**src/rtl/muldiv_pkg.sv**
```systemverilog
// Shared encodings and constants for the iterative multiply/divide unit.
// Imported by muldiv_unit.
package muldiv_pkg;

    localparam int          ITER   = 32;
    localparam int          CNT_W  = $clog2(ITER);
    localparam logic [31:0] DIVZ_Q = 32'hFFFF_FFFF;

    localparam logic [1:0] OP_MULT  = 2'b00;
    localparam logic [1:0] OP_MULTU = 2'b01;
    localparam logic [1:0] OP_DIV   = 2'b10;
    localparam logic [1:0] OP_DIVU  = 2'b11;

    typedef enum logic [1:0] {
        ST_IDLE   = 2'd0,
        ST_RUN    = 2'd1,
        ST_FINISH = 2'd2
    } state_e;

    // Operation context captured at start and consumed by the FINISH sign fix.
    typedef struct packed {
        logic is_div;
        logic neg_ab;   // operand signs differ (signed ops only)
        logic neg_a;    // dividend negative (signed ops only)
        logic divz;     // divisor was zero
    } ctx_t;

    function automatic logic [31:0] mag(input logic [31:0] v, input logic sgn);
        return sgn ? (~v + 32'd1) : v;
    endfunction

endpackage

```
**src/rtl/muldiv_unit.sv**
```systemverilog
// MIPS-style HI/LO multiply/divide unit: 32-iteration radix-2 shift-add multiply
// and restoring divide sharing one 64-bit shift register, fixed 34-cycle latency.
module muldiv_unit
    import muldiv_pkg::*;
(
    input  logic        clk,
    input  logic        reset_n,
    input  logic        start,
    input  logic [1:0]  op,
    input  logic [31:0] a,
    input  logic [31:0] b,
    input  logic        hi_we,
    input  logic        lo_we,
    input  logic [31:0] wdata,
    output logic        busy,
    output logic        done,
    output logic [31:0] hi,
    output logic [31:0] lo
);

    state_e            state, state_nxt;
    logic [CNT_W-1:0]  cnt;
    logic [63:0]       sr;
    logic [31:0]       opnd;
    ctx_t              ctx;

    logic              go, last, is_signed, sa, sb;
    logic [32:0]       mul_sum, div_pr, div_diff;
    logic              div_ge;
    logic [63:0]       mul_nxt, div_nxt, prod_fix;
    logic [31:0]       q_fix, r_fix;

    assign go        = (state == ST_IDLE) && start;
    assign last      = (cnt == CNT_W'(ITER - 1));
    assign is_signed = (op == OP_MULT) || (op == OP_DIV);
    assign sa        = is_signed & a[31];
    assign sb        = is_signed & b[31];

    // FSM
    always_ff @(posedge clk or negedge reset_n) begin
        if (!reset_n) state <= ST_IDLE;
        else          state <= state_nxt;
    end

    always_comb begin
        state_nxt = state;
        busy      = 1'b0;
        case (state)
            ST_IDLE:   if (start) state_nxt = ST_RUN;
            ST_RUN: begin
                busy = 1'b1;
                if (last) state_nxt = ST_FINISH;
            end
            ST_FINISH: begin
                busy      = 1'b1;
                state_nxt = ST_IDLE;
            end
            default:   state_nxt = ST_IDLE;
        endcase
    end

    // Multiply step: sr = {acc_hi, multiplier}; add magnitude then shift right.
    assign mul_sum = {1'b0, sr[63:32]} + (sr[0] ? {1'b0, opnd} : 33'd0);
    assign mul_nxt = {mul_sum, sr[31:1]};

    // Divide step: sr = {remainder, dividend/quotient}; shift left and trial-subtract.
    assign div_pr   = {sr[63:32], sr[31]};
    assign div_ge   = (div_pr >= {1'b0, opnd});
    assign div_diff = div_pr - {1'b0, opnd};
    assign div_nxt  = {(div_ge ? div_diff[31:0] : div_pr[31:0]), sr[30:0], div_ge};

    // Sign fix; a zero divisor leaves |a| in the remainder, so hi becomes a itself.
    assign prod_fix = ctx.neg_ab ? (~sr + 64'd1) : sr;
    assign q_fix    = ctx.divz   ? DIVZ_Q
                    : ctx.neg_ab ? (~sr[31:0] + 32'd1) : sr[31:0];
    assign r_fix    = ctx.neg_a  ? (~sr[63:32] + 32'd1) : sr[63:32];

    always_ff @(posedge clk or negedge reset_n) begin
        if (!reset_n) begin
            cnt  <= '0;
            sr   <= '0;
            opnd <= '0;
            ctx  <= '0;
        end else if (go) begin
            cnt        <= '0;
            sr         <= {32'd0, mag(a, sa)};
            opnd       <= mag(b, sb);
            ctx.is_div <= op[1];
            ctx.neg_ab <= sa ^ sb;
            ctx.neg_a  <= sa;
            ctx.divz   <= (b == 32'd0);
        end else if (state == ST_RUN) begin
            cnt <= cnt + CNT_W'(1);
            sr  <= ctx.is_div ? div_nxt : mul_nxt;
        end
    end

    // HI/LO: results land in FINISH; MTHI/MTLO only when idle and not starting.
    always_ff @(posedge clk or negedge reset_n) begin
        if (!reset_n) begin
            hi   <= '0;
            lo   <= '0;
            done <= 1'b0;
        end else begin
            done <= (state == ST_FINISH);
            if (state == ST_FINISH) begin
                if (ctx.is_div) begin
                    hi <= r_fix;
                    lo <= q_fix;
                end else begin
                    hi <= prod_fix[63:32];
                    lo <= prod_fix[31:0];
                end
            end else if (state == ST_IDLE && !start) begin
                if (hi_we) hi <= wdata;
                if (lo_we) lo <= wdata;
            end
        end
    end

endmodule

```
**config.mk**
```make
export PLATFORM = sky130hd
export DESIGN_NAME = muldiv_unit
export DESIGN_NICKNAME = d
export VERILOG_FILES = /design/src/rtl/muldiv_pkg.sv /design/src/rtl/muldiv_unit.sv
export SDC_FILE = /design/constraint.sdc
export NUM_CORES = 1
export LEC_CHECK = 0
export ABC_AREA = 1
export CORE_UTILIZATION = 25
export CTS_CLUSTER_DIAMETER = 60
export DETAILED_ROUTE_END_ITERATION = 10
export PLACE_DENSITY = 0.49
export SETUP_SLACK_MARGIN = 0.15
export SLEW_MARGIN = 0
export SYNTH_ARGS = -nofsm -noshare
export SYNTH_HDL_FRONTEND = slang
export SYNTH_SLANG_ARGS = --single-unit
```
**constraint.sdc**
```tcl
create_clock -name clk -period 3.6 [get_ports clk]
set_input_delay 0.54 -clock clk [delete_from_list [all_inputs] [get_ports clk]]
set_output_delay 0.54 -clock clk [all_outputs]
set_load 0.02 [all_outputs]
```
==> impl_results.md, run 1 <==
* Post-layout min period at 3140 ps
* Worst Setup End Kind: flip-flop
* Layout cells sized above 1 at 0.0518
* RePlAce Congestion at 0.936
* Most frequent cells in the layout: nand2_1 (948), inv_1 (419), nor2_1 (283)
* Commonest non-fill, non-tap cell in the layout: nand2_1
* Number of vias per cell at 4.86
* Startpoint Class: flip-flop
* Status: finished clean
* CTS tree: built
* Synth Register Bits at 172
* Max VDD drop at 0.511 mV
* Final setup fails at 0
* Skew final at 18.5 ps
* CTS Root Cell: clkbuf_16
* Hold Path Class: reg -> reg
* Post-synthesis cell type count at 53
* Register area at 4310 sq um
* Total grt overflow at 0
* Mapped Cells at 2982
* Actual slew at the worst max-slew pin at 795 ps
* Tcrit/Tclk final at 0.873
* Type of the worst setup path: reg -> reg
* Slew margin rel. at 0.470
* Mapped cell area at 17500 sq um
* Filler cells at 7916
* Drt pass-1 iters at 6
* Worst-path fanout max at 16
* CTS Buf Count at 17
* Hold Path Sink: cnt[2]
* Post-synthesis sequential area ratio at 0.246
* # rows at 96
* First-pass GRT wire length at 119000 microns
* Total track usage at 0.225
* # DRC at 0
* Number of port buffers at 168
* CTS max path bufs at 2
* Fin Setup TNS at 0 ps
* Worst R2R Setup Slack at 460 ps
* WP data arrival at 3550 ps
* PwrDens at 995 nW/um^2
* Largest net degree at the start of global routing at 81
* Total wire length at 80200 microns
* Worst path required time at 4010 ps
* I/O pins at 169
* H-tree depth at 4
* Core Util, Final at 0.308
* Net count, final at 3330
* Area Growth Syn to Fin at 21.2%
* R2R cell count at 18
* Fin. max-slew vios at 0
* Starting Density at 0.254
* Sink Count at 172
* CTS resizes at 0
* RR Startpoint: sr[0]
* Floorplan die height at 267 microns
* FF-to-FF End: sr[54]
* Final hold vios at 0
* Leak at 10.5 nW
* Max cap viols at 0
* RSZ-0062 raised after global routing: no
* Ys Warns at 0
* DR WL/cell at 19.6 microns
* Clk slew on worst S/H paths at 80 ps
* Routed vias at 19900
* Cts hold-fix bufs at 1
* Iter 0 DRT Violations at 1911
* Die Footprint at 71100 sq um
* Die width at 267 microns
* Hold path cells at 1
* Initial antenna violation count at 2
* Setup bufs post-CTS at 0
* Area taken by multi-input logic gates at 11200 sq um
* Fmax at 0.318 GHz
* Syn_nets at 3161
* Clk_lat worst skew at 520 ps
* DRT antenna net count at 0
* Core area at 68900 sq um
* HPWL Detailed at 65800 microns
* Hold Startpoint: cnt[2]
* Vias in the first global route at 18700
* Avg Cell Area, Syn at 5.87 sq um
==> cells in the mapped netlist, drive strengths merged <==
cell type	instances	area share
nand2	958	0.21
inv	425	0.091
nor2	297	0.066
nand3	267	0.077
o21ai	236	0.068
dfrtp	172	0.25
a21oi	149	0.043
ha	74	0.053
clkbuf	71	0.015
nand4	60	0.022
nor3	42	0.012
xor2	41	0.021
o211ai	36	0.016
o21bai	26	0.011
buf	23	0.0076
a31oi	17	0.0061
xnor2	14	0.0070
or2	12	0.0043
a22oi	11	0.0047
nand3b	10	0.0045
and2	6	0.0021
nor4	6	0.0021
o31ai	5	0.0021
a21o	4	0.0017
clkinv	4	0.00086
o22ai	4	0.0014
o21a	3	0.0013
a22o	2	0.0010
fa	2	0.0023
o221ai	2	0.0010
a21boi	1	0.00043
nor2b	1	0.00036
nor3b	1	0.00043
==> worst max-delay path by stage <==
stage	start	end	slack (ps)	cells past startpoint
after global placement	sr[0]	sr[54]	550	18
after global routing	sr[0]	sr[54]	300	18
after detailed placement	sr[0]	sr[54]	530	18
after floorplan	sr[0]	sr[63]	1090	18
final	sr[0]	sr[54]	460	18
after CTS	sr[0]	sr[54]	510	18
==> through the flow <==
stage | cells | worst slack [ps] | total power (W) | instance area [sq um] | hold WS (ps)
floorplan | 2982 | 1090 | 0.0132 | 17500 | 244
global placement | 4062 | 547 | 0.0189 | 20600 | 483
detailed placement | 4062 | 525 | 0.0188 | 20600 | 489
CTS | 4095 | 511 | 0.0210 | 21200 | 506
global route | 4095 | 297 | 0.0229 | 21200 | 532
finish | 4096 | 458 | 0.0211 | 21200 | 501
==> logic make-up (layout without fill, tap and decap cells) <==
logic type,Yosys count,in the layout,synth area share
compound gates,496,496,0.158
buf+inv,523,705,0.115
other cells,0,1,0
xor+xnor,55,55,0.0275
simple gates,1660,1660,0.399
flops,172,172,0.246
fa+ha+maj,76,76,0.0551
==> layout make-up <==
class / instances / area share
well taps: 931 / 0.0549
clock inverters: 15 / 0.0101
repair buffers: 244 / 0.108
flip-flops and latches: 172 / 0.203
inverters: 429 / 0.0759
clock buffers: 17 / 0.0200
multi-input cells: 2287 / 0.529
diodes: 1 / 0.000118
==> flip-flops by register name, indices dropped and copies added (netlist names) <==
signal / flops
ctx: 4
cnt: 5
opnd: 32
lo: 32
sr: 64
done: 1
state: 2
hi: 32
==> power by group <==
part / internal [W] / switching, W / total (W)
combinational: 0.00490 / 0.0101 / 0.0150
sequential: 0.00287 / 0.00112 / 0.00400
clock: 0.00102 / 0.00107 / 0.00209
==> layer usage <==
metal / vias to the layer above / global-route usage / share of wire
met5: - / 0 / 0.00012
met4: 2 / 0.0825 / 0.031
met3: 97 / 0.0434 / 0.069
met2: 622 / 0.338 / 0.43
met1: 9181 / 0.317 / 0.47
li1: 9994 / - / -
==> critical path: stages (launching register included) <==
cell and delay, ps:
dfrtp_1 770, buf_4 250, nand2_1 50, inv_1 50, ha_1 280, nand2_1 130
inv_1 50, a21oi_1 360, nand2_1 180, nand2_1 140, nand2_1 150, nand2_1 120
nand2_1 50, nand2_1 50, nand3_1 120, nand2_1 120, inv_1 40, nand2_1 50
nand2_1 50
Note: power is estimated with default switching activity, not from simulation.
==> run 2, diff against run 1 <==
- DONT_BUFFER_PORTS: unset -> 1
- PLACE_DENSITY: 0.49 -> 0.46
==> run 2 against run 1 <==
Net effect:
- the run now ends with negative hold slack left
- global-route usage shrank 0.64 points
- first-iteration DRC count is 5.1% higher
- critical path depth fell by 4
- non-clock buffer count decreased by 185
- die area did not move
- power fell by 4.6%
- utilization down 2.6 points
- sequential power is 12% higher
- count of clock-buffer cells in the layout unchanged
- critical path type unchanged
==> impl_results.md, run 2 (same netlist as run 1, synthesis figures left out) <==
* Setup bufs post-CTS at 0
* Max VDD drop at 0.551 mV
* Number of port buffers at 0
* Final hold vios at 172
* Fmax at 0.331 GHz
* Status: complete, but fails checks
* Fin. max-slew vios at 0
* Total wire length at 78500 microns
* R2R cell count at 14
* DRT antenna net count at 0
* CTS tree: built
* RePlAce Congestion at 0.968
* Iter 0 DRT Violations at 2008
* Leak at 9.81 nW
* Post-layout min period at 3020 ps
* Floorplan die height at 267 microns
* Routed vias at 19400
* H-tree depth at 4
* CTS resizes at 0
* # rows at 96
* Net count, final at 3145
* Worst-path fanout max at 34
* CTS Root Cell: clkbuf_16
* Buf+Inv Stages, Crit Path at 3
* Starting Density at 0.254
* Kind of cell adding the most delay to the critical path: simple AND/OR/NAND/NOR gates
* Layout cells sized above 1 at 0.0493
* I/O pins at 169
* First-pass GRT wire length at 117000 microns
* Startpoint Class: flip-flop
* Failing checks: negative hold slack
* Critical path depth in cells at 14
* Post-route insts no fill at 3910
* Sink Count at 172
* PwrDens at 1040 nW/um^2
* Commonest non-fill, non-tap cell in the layout: nand2_1
* Crit-path cells: buf_4 -> nand2_1 -> fa_1 -> o21ai_1 -> inv_1 -> o21bai_1 -> nand2_1 -> nand3_1 -> nand2_1 -> nand2_1 -> nand2_1 -> inv_1 -> nand2_1 -> nand2_1
* Pwr Total at 0.0201 W
* Core area at 68900 sq um
* Worst path required time at 4030 ps
* Most common cell on crit path: nand2_1
* Largest Register: sr
* Filler cells at 8002
* Area Growth Syn to Fin at 10.8%
* Max reg flops at 64
* Largest net degree at the start of global routing at 173
* Number of vias per cell at 4.95
* Clk slew on worst S/H paths at 80 ps
* Die width at 267 microns
* Max cap viols at 0
* CP peak stage delay at 480 ps
* CTS max path bufs at 2
* WP data arrival at 3450 ps
* Total grt overflow at 0
* Actual slew at the worst max-slew pin at 779 ps
* Worst Setup End Kind: flip-flop
* Type of the worst setup path: reg -> reg
* Vias in the first global route at 17800
* Final setup fails at 0
* Hold Path Class: in -> async
* Total track usage at 0.219
* RSZ-0062 raised after global routing: no
* Tcrit/Tclk final at 0.840
* # DRC at 0
* Slew margin rel. at 0.480
* Skew final at 20.5 ps
* Cell count after placement at 3878
* Clk_lat worst skew at 500 ps
* Die Footprint at 71100 sq um
* DR WL/cell at 20.1 microns
* Most frequent cells in the layout: nand2_1 (948), inv_1 (419), nor2_1 (283)
* CTS Buf Count at 17
* N_diodes at 0
* Critical-path top delay cell: fa_1
* Fin Setup TNS at 0 ps
* Initial antenna violation count at 0
* HPWL Detailed at 63500 microns
* Minimum hold slack at -251 ps
* Drt pass-1 iters at 6
run 2: path summary, 6_finish.rpt:
path	startpoint	end	slack (ps)
min in group clk	op[1]	ctx[3]	170
max in group asynchronous	reset_n	hi[27]	3580
min reg2reg	cnt[2]	cnt[2]	500
max reg2reg	sr[0]	sr[63]	580
max	sr[0]	sr[63]	580
min	reset_n	opnd[30]	-250
run 2: metal layers:
metal / up-vias / track usage / wire length, microns / part of all wire
li1: 9603 / - / - / -
met1: 9085 / 0.319 / 37600 / 0.48
met2: 606 / 0.336 / 34400 / 0.44
met3: 78 / 0.0269 / 4670 / 0.060
met4: 0 / 0.0592 / 1820 / 0.023
met5: - / 0 / 0 / 0
run 2: power breakdown:
| part | total [W] | switching (W) | leakage (nW) | internal [W] |
|---|---|---|---|---|
| Clock | 0.00205 | 0.00104 | 0.303 | 0.00101 |
| Sequential | 0.00447 | 0.00160 | 2.11 | 0.00287 |
| Combinational | 0.0136 | 0.00945 | 7.40 | 0.00418 |
run 2: cell type report:
type                            count  area (sq um)  share of cell area
Timing Repair Buffer               59           468              0.0241
Clock buffer                       17           425              0.0219
Tap cell                          931          1160              0.0600
Multi-Input combinational cell   2287         11200               0.578
Sequential cell                   172          4310               0.222
Inverter                          429          1610              0.0830
Clock inverter                     15           209              0.0108
run 2: through the flow:
stage / hold WS [ps] / setup slack, ps / area [sq um] / util
after CTS: -289 / 638 / 19400 / 0.281
after detailed placement: 252 / 641 / 18800 / 0.272
final: -251 / 576 / 19400 / 0.281
after floorplan: 244 / 1090 / 17500 / -
after global routing: -274 / 343 / 19400 / 0.281
after global placement: 252 / 626 / 18800 / 0.272
